**config.mk**
```make
export PLATFORM = sky130hd
export DESIGN_NAME = edu_tpu_wb_loader
export DESIGN_NICKNAME = d
export VERILOG_FILES = /design/src/rtl/edu_tpu_wb_loader.sv
export SDC_FILE = /design/constraint.sdc
export NUM_CORES = 1
export LEC_CHECK = 0
export CORE_MARGIN = 2
export CORE_UTILIZATION = 43
export DETAILED_ROUTE_END_ITERATION = 7
export HOLD_SLACK_MARGIN = 0.03
export PLACE_DENSITY = 0.82
export SLEW_MARGIN = 15
export SYNTH_ARGS = -nofsm -noshare
export SYNTH_HDL_FRONTEND = slang
export SYNTH_SLANG_ARGS = --single-unit
```
**constraint.sdc**
```tcl
create_clock -name caravel_wb_clk_i -period 2.7 [get_ports caravel_wb_clk_i]
set_clock_uncertainty 0.15 [all_clocks]
set_input_delay 0.27 -clock caravel_wb_clk_i [delete_from_list [all_inputs] [get_ports caravel_wb_clk_i]]
set_output_delay 0.27 -clock caravel_wb_clk_i [all_outputs]
set_load 0.05 [all_outputs]
```
**src/rtl/edu_tpu_wb_loader.sv**
```systemverilog
// Wishbone classic initiator that streams one edu_tpu job (weights, then inputs),
// waits for the array, then reads the result words back out on a valid/ready port.
//
// state | meaning
// IDLE  | waiting for start_i
// FETCH | src_ready_o high, waiting for a source word
// WRITE | write strobe held until ack or timeout
// GAP   | one idle bus cycle between transactions (write or read phase)
// WAIT  | READ_DELAY countdown while the array computes
// READ  | read strobe held until ack or timeout
// PUSH  | result word offered on res_* until accepted
// DONE  | one-cycle completion pulse
module edu_tpu_wb_loader #(
  parameter logic [31:0] BASE_ADDRESS = 32'h3000_0000,
  parameter int          N_WEIGHT     = 4,
  parameter int          N_INPUT      = 5,
  parameter int          N_RESULT     = 5,
  parameter int          READ_DELAY   = 32,
  parameter int          TIMEOUT      = 255
) (
  input  logic        caravel_wb_clk_i,
  input  logic        caravel_wb_rst_n_i,
  input  logic        start_i,
  output logic        busy_o,
  output logic        done_o,
  output logic        error_o,
  input  logic        src_valid_i,
  output logic        src_ready_o,
  input  logic [31:0] src_data_i,
  output logic        res_valid_o,
  input  logic        res_ready_i,
  output logic [31:0] res_data_o,
  output logic        wbm_cyc_o,
  output logic        wbm_stb_o,
  output logic        wbm_we_o,
  output logic [3:0]  wbm_sel_o,
  output logic [31:0] wbm_adr_o,
  output logic [31:0] wbm_dat_o,
  input  logic [31:0] wbm_dat_i,
  input  logic        wbm_ack_i
);

  localparam int CW = $clog2(N_WEIGHT + N_INPUT + 1);
  localparam int TW = $clog2(TIMEOUT + 1);
  localparam int DW = $clog2(READ_DELAY + 2);

  localparam logic [CW-1:0] N_WR     = CW'(N_WEIGHT + N_INPUT);
  localparam logic [CW-1:0] N_RD     = CW'(N_RESULT);
  localparam logic [CW-1:0] CNT_ONE  = CW'(1);
  localparam logic [TW-1:0] TMR_LOAD = TW'(TIMEOUT - 1);
  localparam logic [DW-1:0] DLY_LOAD = DW'(READ_DELAY);

  localparam logic [2:0] S_IDLE  = 3'd0;
  localparam logic [2:0] S_FETCH = 3'd1;
  localparam logic [2:0] S_WRITE = 3'd2;
  localparam logic [2:0] S_GAP   = 3'd3;
  localparam logic [2:0] S_WAIT  = 3'd4;
  localparam logic [2:0] S_READ  = 3'd5;
  localparam logic [2:0] S_PUSH  = 3'd6;
  localparam logic [2:0] S_DONE  = 3'd7;

  logic [2:0]    state;
  logic [CW-1:0] cnt;
  logic [TW-1:0] tmr;
  logic [DW-1:0] dly;
  logic          rd_phase;
  logic          err_pulse;
  logic          bus_cyc;

  // Bus controls decode straight from the state register so reset drops them at once.
  assign bus_cyc     = (state == S_WRITE) || (state == S_READ);
  assign wbm_cyc_o   = bus_cyc;
  assign wbm_stb_o   = bus_cyc;
  assign wbm_we_o    = (state == S_WRITE);
  assign wbm_sel_o   = bus_cyc ? 4'hF : 4'h0;
  assign wbm_adr_o   = bus_cyc ? BASE_ADDRESS : 32'h0;
  assign busy_o      = (state != S_IDLE);
  assign src_ready_o = (state == S_FETCH);
  assign res_valid_o = (state == S_PUSH);
  assign done_o      = (state == S_DONE);
  assign error_o     = err_pulse;

  always_ff @(posedge caravel_wb_clk_i or negedge caravel_wb_rst_n_i) begin
    if (!caravel_wb_rst_n_i) begin
      state      <= S_IDLE;
      cnt        <= '0;
      tmr        <= '0;
      dly        <= '0;
      rd_phase   <= 1'b0;
      err_pulse  <= 1'b0;
      wbm_dat_o  <= 32'h0;
      res_data_o <= 32'h0;
    end else begin
      err_pulse <= 1'b0;
      case (state)
        S_IDLE: begin
          if (start_i) begin
            cnt      <= '0;
            rd_phase <= 1'b0;
            state    <= S_FETCH;
          end
        end
        S_FETCH: begin
          if (src_valid_i) begin
            wbm_dat_o <= src_data_i;
            tmr       <= TMR_LOAD;
            state     <= S_WRITE;
          end
        end
        S_WRITE: begin
          if (wbm_ack_i) begin
            cnt   <= cnt + CNT_ONE;
            state <= S_GAP;
          end else if (tmr == '0) begin
            err_pulse <= 1'b1;
            state     <= S_IDLE;
          end else begin
            tmr <= tmr - TW'(1);
          end
        end
        S_GAP: begin
          // The same idle cycle separates reads; rd_phase tells the two phases apart.
          if (rd_phase) begin
            tmr   <= TMR_LOAD;
            state <= S_READ;
          end else if (cnt < N_WR) begin
            state <= S_FETCH;
          end else begin
            cnt      <= '0;
            dly      <= DLY_LOAD;
            rd_phase <= 1'b1;
            state    <= S_WAIT;
          end
        end
        S_WAIT: begin
          if (dly == '0) begin
            tmr   <= TMR_LOAD;
            state <= S_READ;
          end else begin
            dly <= dly - DW'(1);
          end
        end
        S_READ: begin
          if (wbm_ack_i) begin
            res_data_o <= wbm_dat_i;
            state      <= S_PUSH;
          end else if (tmr == '0) begin
            err_pulse <= 1'b1;
            state     <= S_IDLE;
          end else begin
            tmr <= tmr - TW'(1);
          end
        end
        S_PUSH: begin
          if (res_ready_i) begin
            cnt <= cnt + CNT_ONE;
            if ((cnt + CNT_ONE) < N_RD) state <= S_GAP;
            else                        state <= S_DONE;
          end
        end
        S_DONE:  state <= S_IDLE;
        default: state <= S_IDLE;
      endcase
    end
  end

endmodule
```
==> results.toml, run 1 <==
[timing]
drv_slew = 0
post-route-period-util = 0.961
setup_tns_ns = 0
whs_ns = 0.251
hold_viol = 0
fmax_mhz = 385
finalSetupViolations = 0
tightestPinTransition_ns = 0.543
rsz0062_at_grt = "false"
period_needed_ns = 2.60
slew_headroom = 0.637

[route]
wire_per_inst_microns = 15.4
wl_microns = 9640
vias_per_cell = 5.03
vias = 3142
drt-initial-drc-count = 89
ant_nets = 0
first_pass_iters = 4
drc_errors = 0

[final_layout]
final_common_cell = "clkdlybuf4s50_1"
syn2layout_area_growth_pct = 38.6
drive_gt1_frac = 0.193
fin_util = 0.610
diodes = 0
final_nets = 563
final_cell_mix = "clkdlybuf4s50_1 (138), dfrtp_1 (86), mux2_2 (49)"
design_area_sq_um = 5900

[run]
max_cap_viol_count = 0

[synthesis]
synth_edf_count = 0
syn_area_per_cell_sq_um = 12.3
synth_ff_type = "dfrtp_1"
yosys_warnings = 0
yosysTopAreaCell = "dfrtp_1"
yosys-top-cells-area = "dfrtp_1 (51%), mux2_2 (13%), buf_4 (7.1%), mux2_1 (4.5%), ha_1 (1.8%)"
netlist_area_sq_um = 4260
synth_top_area_share = 0.511
yosys.cell_types.count = 59
async_reset_ff_frac = 1.00
synth-seq-cells = 87
ys_seq_area_frac = 0.511
synthCells = 345

[clock_tree]
numCtsBuffers = 9
post_cts_buffers = 0
numClockSinks = 87
cts_buffer_depth = 2
clk_latency_ns = 0.35
cts_tree = "built"
clk_pin_slew_worst_paths_ns = 0.10
root_buffer = "clkbuf_8"
htreeDepth = 3

[setup_path]
critical_path_buf_inv_count = 1
end_kind = "output pin"
cp_max_fo = 17
critPathArrivalTime_ns = 2.18
required_ns = 2.28
start_kind = "flop"
path_class = "flop to output pin"
cp_slowest_stage_delay_ns = 0.85
slowest_stage = "clkdlybuf4s50_1"
path_cells = "nor3b_4 -> clkdlybuf4s50_1"
cp_top_family = "buffers and inverters"

[global_routing]
grt_pass1_vias = 3076
grt_use_total = 0.180
grt_antenna_before_repair = 0
overflow = 0
grt_max_degree = 50
grt_pass1_wl_microns = 15600

[run_status]
status = "finished, final reports clean"

[pwr]
power.share.sequential = 0.284
powerDensity_nw_per_um2 = 1420
p_clk_frac = 0.115
p_comb_frac = 0.601
p_sw_frac = 0.497
switchingPower_w = 0.00416
internal_power_w = 0.00420
ir_worst_vdd_mv = 0.671
leakagePower_nw = 2.53

[worst_hold_path]
hold_path_class = "input port to asynchronous set/reset pin"

[floorplanning]
die_w_microns = 104
die_y_microns = 104
start_util = 0.440
core_sq_um = 9680
ios = 178
dieArea_sq_um = 10700
fp-row-count = 36

[placed_design]
gp_congestion = 0.868
port_buffers = 147
place_area_sq_um = 5680
dpl.hpwl_microns = 7070
-- power groups by stage --
| stage | Combinational [W] | Sequential, W | Clock [W] |
|---|---|---|---|
| CTS | 0.00505 | 0.00237 | 0.000994 |
| global route | 0.00525 | 0.00247 | 0.00105 |
| detailed placement | 0.00505 | 0.00240 | 0 |
| finish | 0.00503 | 0.00238 | 0.000960 |
| floorplan | 0.00194 | 0.00400 | 0 |
| global placement | 0.00497 | 0.00235 | 0 |
-- timing repair --
action / 4_1_cts / 5_1_grt
endpoints found under the setup margin: 0 / 2
gates resized for setup: 0 / 1
hold endpoints to repair: 38 / 0
hold buffers: 1 / 0
-- flip-flops by register name, summed over array words and instances, names as in the netlist --
signal	count
cnt	4
dly	6
error_o	1
rd_phase	1
res_data_o	32
state	3
tmr	8
wbm_dat_o	32
-- metrics by stage --
stage               total power (W)  worst slack [ns]  instances
floorplan                   0.00594             0.155        374
global placement            0.00731             0.519        608
detailed placement          0.00744             0.476        608
CTS                         0.00842            0.0935        625
global route                0.00876           0.00173        625
finish                      0.00836             0.104        625
-- per-layer routing --
metal	vias to the layer above	global-route usage	routed length, microns
met2	146	0.307	4830
met3	10	0.0384	582
met5	-	0	0
met4	0	0.0550	101
li1	1450	-	-
met1	1536	0.231	4120
-- final timing paths --
check                                         from            end  slack [ns]  depth (start not counted)
worst max-delay path                      state[1]       wbm_we_o        0.10                          2
worst min-delay path            caravel_wb_rst_n_i   wbm_dat_o[4]        0.25                          2
worst max register to register            state[0]         cnt[1]        0.61                          5
worst min register to register       wbm_dat_o[13]  wbm_dat_o[13]        0.34                          1
max in group asynchronous       caravel_wb_rst_n_i       state[2]        1.47                          3
min in group caravel_wb_clk_i        wbm_dat_o[13]  wbm_dat_o[13]        0.34                          1
-- cells by family after synthesis --
| kind of cell | after synthesis | share of synthesized area |
|---|---|---|
| XOR/XNOR | 2 | 0.00411 |
| AO/OA/AOI/OAI | 52 | 0.0922 |
| other | 1 | 0.000880 |
| adder cells (fa/ha/maj) | 6 | 0.0176 |
| multiplexers | 69 | 0.183 |
| AND/OR/NAND/NOR | 60 | 0.0937 |
| buffers and inverters | 68 | 0.0975 |
| flip-flops | 87 | 0.511 |
-- area by class of cell --
class / instances / area [sq um]
well taps: 133 / 166
flip-flops and latches: 87 / 2180
multi-input cells: 219 / 1780
clock buffers: 10 / 138
clock inverters: 6 / 72.6
repair buffers: 153 / 1510
fillers: 789 / 3780
inverters: 17 / 63.8
-- cell usage after synthesis, types with 5 or more instances --
master / instances
dfrtp_1: 87
mux2_2: 49
buf_4: 40
inv_1: 17
mux2_1: 17
nor2_1: 10
buf_2: 8
nand2b_1: 8
o31ai_1: 8
nand3_1: 7
ha_1: 6
a31oi_1: 5
nand2_1: 5
(Power assumes the default switching activity.)
==> run 2, diff against run 1 <==
CTS_CLUSTER_DIAMETER = 200   (was default)
==> results of run 2 <==
Same layout as run 1: the final DEF is identical, and so are final timing and power.
